File: config.mk
export PLATFORM = sky130hd
export DESIGN_NAME = kim_store_align_p
export DESIGN_NICKNAME = d
export VERILOG_FILES = /design/src/rtl/kim_store_align_p.sv
export SDC_FILE = /design/constraint.sdc
export NUM_CORES = 1
export LEC_CHECK = 0
export BUFFER_PORTS_ARGS = -buffer_cell sky130_fd_sc_hd__buf_2
export CORE_ASPECT_RATIO = 1.25
export CORE_MARGIN = 3
export CORE_UTILIZATION = 45
export DETAILED_ROUTE_END_ITERATION = 12
export GPL_TIMING_DRIVEN = 1
export PLACE_DENSITY = 0.69
export SYNTH_ARGS = -nofsm -noshare
export SYNTH_HDL_FRONTEND = slang
export SYNTH_SLANG_ARGS = --single-unit
File: constraint.sdc
create_clock -name clk -period 3.1 [get_ports clk]
set_input_delay 0 -clock clk [delete_from_list [all_inputs] [get_ports clk]]
set_output_delay 0 -clock clk [all_outputs]
set_load 0.1 [all_outputs]
File: src/rtl/kim_store_align_p.sv
// Store aligner: narrows a register value to a byte/half/word memory write with lane replication and byte enables.
// One-cycle registered latency; 2-entry main+skid buffer keeps in_ready a flop output and holds out_* stable under stall.
module kim_store_align_p #(
  parameter int ADDR_WIDTH = 32,
  parameter int DATA_WIDTH = 32
) (
  input  logic                  clk,
  input  logic                  rst_n,
  input  logic                  flush,
  input  logic                  in_valid,
  output logic                  in_ready,
  input  logic [ADDR_WIDTH-1:0] in_addr,
  input  logic [DATA_WIDTH-1:0] in_wdata,
  input  logic [1:0]            in_size,
  output logic                  out_valid,
  input  logic                  out_ready,
  output logic [ADDR_WIDTH-1:0] out_addr,
  output logic [DATA_WIDTH-1:0] out_wdata,
  output logic [3:0]            out_be,
  output logic                  out_misalign,
  output logic                  out_illegal
);

  typedef struct packed {
    logic [ADDR_WIDTH-1:0] addr;
    logic [DATA_WIDTH-1:0] wdata;
    logic [3:0]            be;
    logic                  misalign;
    logic                  illegal;
  } store_t;

  store_t enc;
  store_t main_q;
  store_t skid_q;
  logic   main_v;
  logic   skid_v;
  logic   accept;

  // Faulted stores keep their computed data but never enable a lane.
  always_comb begin
    enc          = '0;
    enc.addr     = {in_addr[ADDR_WIDTH-1:2], 2'b00};
    enc.wdata    = in_wdata;
    case (in_size)
      2'b00: begin
        enc.wdata = {4{in_wdata[7:0]}};
        enc.be    = 4'b0001 << in_addr[1:0];
      end
      2'b01: begin
        enc.wdata = {2{in_wdata[15:0]}};
        if (in_addr[0]) enc.misalign = 1'b1;
        else            enc.be       = in_addr[1] ? 4'b1100 : 4'b0011;
      end
      2'b10: begin
        if (in_addr[1:0] != 2'b00) enc.misalign = 1'b1;
        else                       enc.be       = 4'b1111;
      end
      default: enc.illegal = 1'b1;
    endcase
  end

  assign accept = in_valid & ~skid_v & ~flush;

  always_ff @(posedge clk or negedge rst_n) begin
    if (!rst_n) begin
      main_v <= 1'b0;
      skid_v <= 1'b0;
      main_q <= '0;
      skid_q <= '0;
    end else if (flush) begin
      main_v <= 1'b0;
      skid_v <= 1'b0;
    end else if (!main_v || out_ready) begin
      // Output slot free this edge: the older skid entry has priority over new input.
      if (skid_v) begin
        main_q <= skid_q;
        main_v <= 1'b1;
        skid_v <= 1'b0;
      end else begin
        main_v <= accept;
        if (accept) main_q <= enc;
      end
    end else if (accept) begin
      skid_q <= enc;
      skid_v <= 1'b1;
    end
  end

  assign in_ready     = ~skid_v;
  assign out_valid    = main_v;
  assign out_addr     = main_q.addr;
  assign out_wdata    = main_q.wdata;
  assign out_be       = main_q.be;
  assign out_misalign = main_q.misalign;
  assign out_illegal  = main_q.illegal;

endmodule

### After elaboration in Yosys (flattened, before gate mapping)

Cells that the tools add are included.

| storage, ports and cells | value |
|---|---|
| register bits after elaboration | 140 |
| input port bits | 71 |
| output and inout bits | 72 |

| operators by class | value |
|---|---|
| eq/ne operators | 2 |
| shifts and indexed selects | 1 |
| multiplexer cells | 17 |
| bitwise operators | 5 |
| reductions and logical operators | 10 |

Operators by type and width:

| cell | number |
|---|---|
| $mux 70 | 2 |
| $pmux 32 s2 | 1 |
| $mux 4 | 3 |
| $pmux 4 s3 | 1 |
| $mux 1 | 9 |
| $reduce_and 3->1 | 2 |
| $reduce_bool 2->1 | 3 |
| $shl 1x2->4 const A | 1 |
| $not 1->1 | 3 |
| $reduce_bool 3->1 | 1 |
| $reduce_or 3->1 | 1 |
| $and 1x1->1 | 2 |
| $eq 2x1->1 const B | 1 |
| $eq 2x2->1 const B | 1 |
| $logic_not 2->1 | 1 |
| $pmux 1 s2 | 1 |
| $logic_not 1->1 | 1 |
| $logic_or 1x1->1 | 1 |

### Depth between registers and ports, before layout

| depth | value |
|---|---|
| depth in word-level cells | 6 |
| depth in mapped cells | 7 |
| gate-level depth less buffers | 6 |

### Least setup slack after synthesis

No wires, ideal clock.

| timing path | value |
|---|---|
| path type | reg2reg |
| start | register main_v, in the netlist out_valid |
| end | register skid_q[44] in the netlist's numbering |
| data arrival time | 1953 ps |
| required time | 2972 ps |
| slack | 1019 ps |
| stages on the path, launching flop included | 5 |
| buffers on the path | 1 |
| cells stage by stage | dfrtp_1 nor2b_2 nand3_1 buf_2 mux2_1 |

| between the ends | value |
|---|---|
| word-level cells in the longest chain between the ends | 4 |

RTL lines:

| item | RTL line | RTL |
|---|---|---|
| from (decl) | 35 | `logic main_v;` |
| from (signal assigned) | 80 | `main_v <= accept;` |
| $logic_not 1->1 | 73 | `end else if (!main_v \|\| out_ready) begin` |
| $logic_or 1x1->1 | 73 |  |
| $not 1->1 (no line) | -- |  |
| $reduce_and 3->1 (no line) | -- |  |
| to (signal assigned) | 84 | `skid_q <= enc;` |
| to (decl) | 34 | `store_t skid_q;` |

No other way between the ends.
A chain may end at the register's enable or synchronous reset.

### Worst setup path after layout

| timing path | value |
|---|---|
| start | register skid_v |
| end | output in_ready |

| between the ends | value |
|---|---|
| word-level cells in the longest chain between the ends | 1 |

RTL lines:

| item | RTL line | RTL |
|---|---|---|
| from (decl) | 36 | `logic skid_v;` |
| from (signal assigned) | 67 | `skid_v <= 1'b0;` |
| from (signal assigned) | 72 | `skid_v <= 1'b0;` |
| from (signal assigned) | 78 | `skid_v <= 1'b0;` |
| $not 1->1 | 89 | `assign in_ready = ~skid_v;` |
| to (decl) | 11 | `output logic in_ready,` |

No other way between the ends.

==> impl_metrics.toml <==
[outcome]
status = "completed"

[yosys]
synth_area_leaders = "dfrtp_1 56%, mux2_1 7.5%, nand2_1 6.8%"
seq_area_frac_synth = 0.5612
synth_top_area_cell = "dfrtp_1"
ys_ff_latch = 138
yosysWarnings = 0
ys_types = 33
synth_top_cell_area_share = 0.5612
syn_area_um2 = 6153
avgSynthCellArea_um2 = 10.76
netlist_instances = 572

[placement]
post_dp_cell_area_um2 = 6968
dp_slack_ns = 0.8428
dp.final_hpwl_um = 10300
place_inst = 853
place_congestion = 0.8291
numPortBuffers = 140

[cts]
numCtsBuffers = 17
root_buffer = "clkbuf_16"
post_cts_resized = 0
htreeDepth = 4
cts.clk_slew.worst_paths_ns = 0.06
clk_latency_ns = 0.41
numClockSinks = 138
cts_tree = "yes"
clockBufferDepth = 2

[job]
drv_cap = 0

[power]
p_per_area_nw_per_um2 = 784.7
cellLeakagePower_nw = 3.801
peakVddDrop_mv = 0.4555

[critical_path]
cpPeakStageDelay_ns = 0.67
crit_slowest_cell = "buf_4"
crit_type = "reg -> out"
reg2reg_slack_ns = 0.86
cp-start-kind = "flop"
cp.arrival_ns = 2.29
crit_chain = "buf_4, inv_1, buf_2"
cp.required_ns = 3.10
critPathCaptureType = "primary output"
crit_fanout = 54

[global_route]
antenna_found_initial = 0
grtUsageTotal = 0.2118
grt_max_degree = 124
grt_pass1_vias = 5051
grt_pass1_wl_um = 25700
overflow = 0

[timing]
fmax_mhz = 436.2
setup_violations = 0
hold_viol = 0
fin_tns_setup_ns = 0
rsz0062_at_grt = "false"
relSlewSlack = 0.2510
maxSlewViolCount = 0
worst_slew_pin_slew_ns = 1.124
fin_ws_ns = 0.8075
post-route-min-period_ns = 2.292
finalCritPeriodShare = 0.7395
skew_ns = 0.01005

[floorplanning]
die_y_um = 136.7
die_area_um2 = 15120
die_w_um = 110.6
initial_utilization = 0.4630
ios = 143
fp-row-count = 47
core_area_um2 = 13290

[detailed_routing]
viasPerCell = 5.278
detail_route.first_pass.iterations = 5
wl_per_cell_um = 16.44
drc_errors = 0
ant_nets = 0
vias = 5004
routed_wl_um = 15580
drt_iter0_markers = 319

[final_layout]
layoutNonFillerInstCount = 948
drive_gt1_frac = 0.2432
final_common_cell = "buf_2"
num-fill-cells = 1117
diodes = 0
final_cell_mix = "139 x buf_2, 137 x dfrtp_1, 112 x nand2_1, 70 x o21ai_1, 63 x dlygate4sd3_1"
design_area_um2 = 8242
final_nets = 840
areaGrowthSynthToFinish_pct = 33.94

[worst_hold_path]
hold_class = "in -> reg"
-- Yosys cell counts --
cell and number:
nand2_1 112, nor3_1 3, a21o_1 1, o21ai_1 70, dfrtp_1 138, buf_6 1
nor2_2 1, o211ai_1 28, conb_1 1, nor2b_2 1, or2_1 2, o21a_1 3
clkbuf_1 13, nand2b_1 2, o21ai_0 14, a2111oi_2 1, a21oi_1 3, nor2b_1 10
buf_4 3, or4_1 1, o2bb2ai_1 8, mux2_1 41, ha_1 5, or3b_1 1
buf_1 1, nand3_1 26, nor2_1 5, buf_2 23, nor3_4 1, mux2i_1 40
or3_4 1, inv_1 3, a22oi_1 9
-- worst max-delay path: cells and delay by family (launching register included) --
family	cells	cell delay, ns
buf+inv	3	1.21
flops	1	0.63
-- routing by layer --
metal,part of all wire,GRT usage,wire (µm)
met1,0.43,0.2681,6738
met2,0.50,0.3617,7747
met4,0.0054,0.05818,84
met3,0.065,0.05661,1013
met5,0,0,0
-- worst paths after layout --
| path | start | end | cells after the start |
|---|---|---|---|
| max reg2reg | skid_v$_DFFE_PN0P_ | out_wdata[16]$_DFFE_PN0P_ | 5 |
| min reg2reg | out_addr[19]$_DFFE_PN0P_ | out_addr[19]$_DFFE_PN0P_ | 2 |
| max in group asynchronous | rst_n | skid_v$_DFFE_PN0P_ | 2 |
| min in group asynchronous | rst_n | out_addr[11]$_DFFE_PN0P_ | 2 |
| max | skid_v$_DFFE_PN0P_ | in_ready | 3 |
| min | in_wdata[24] | skid_q[30]$_DFFE_PN0P_ | 3 |
-- power breakdown --
part | total (W) | internal, W | switching, W
Combinational | 0.00193 | 0.000415 | 0.00152
Clock | 0.00218 | 0.00140 | 0.000786
Sequential | 0.00235 | 0.00216 | 0.000194
-- logic make-up (layout without fill, tap and decap cells) --
group | Yosys count | after routing | share of synthesized area
buffers and inverters | 44 | 248 | 0.03457
multiplexers | 81 | 81 | 0.1401
adder cells (fa/ha/maj) | 5 | 5 | 0.01017
flip-flops | 138 | 138 | 0.5612
other | 1 | 2 | 0.0006094
AND/OR/NAND/NOR | 166 | 166 | 0.1187
AO/OA/AOI/OAI | 137 | 137 | 0.1346
-- stage by stage --
stage	util	hold slack, ns	total power, W
6_report	0.6201	0.004384	0.006467
5_1_grt	0.6201	0.02118	0.006733
4_1_cts	0.6201	0.005101	0.006521
3_5_place_dp	0.5243	0.2365	0.004263
3_3_place_gp	0.5243	0.2342	0.004214
2_1_floorplan	-	-0.2956	0.003848
-- repair_timing --
action | CTS | global route
hold buffers | 63 | 0
endpoints found under the hold margin | 236 | 0
buffers inserted | 0 | 0
-- cell type report --
type | instances | area (µm²) | share of cell area
clock inverter | 13 | 190.2 | 0.02308
inverter | 3 | 11.26 | 0.001366
tap | 171 | 214.0 | 0.02596
clock buffer | 19 | 452.9 | 0.05496
timing repair buffer | 213 | 1413 | 0.1714
sequential | 138 | 3457 | 0.4195
multi-input combinational | 391 | 2504 | 0.3038
-- sequential cells by signal, indices dropped and copies added, names as in the netlist --
signal        cells
out_illegal       1
out_be            4
out_wdata        32
skid_v            1
out_valid         1
out_misalign      1
out_addr         30
skid_q           68
Note: power is estimated with default switching activity, not from simulation.
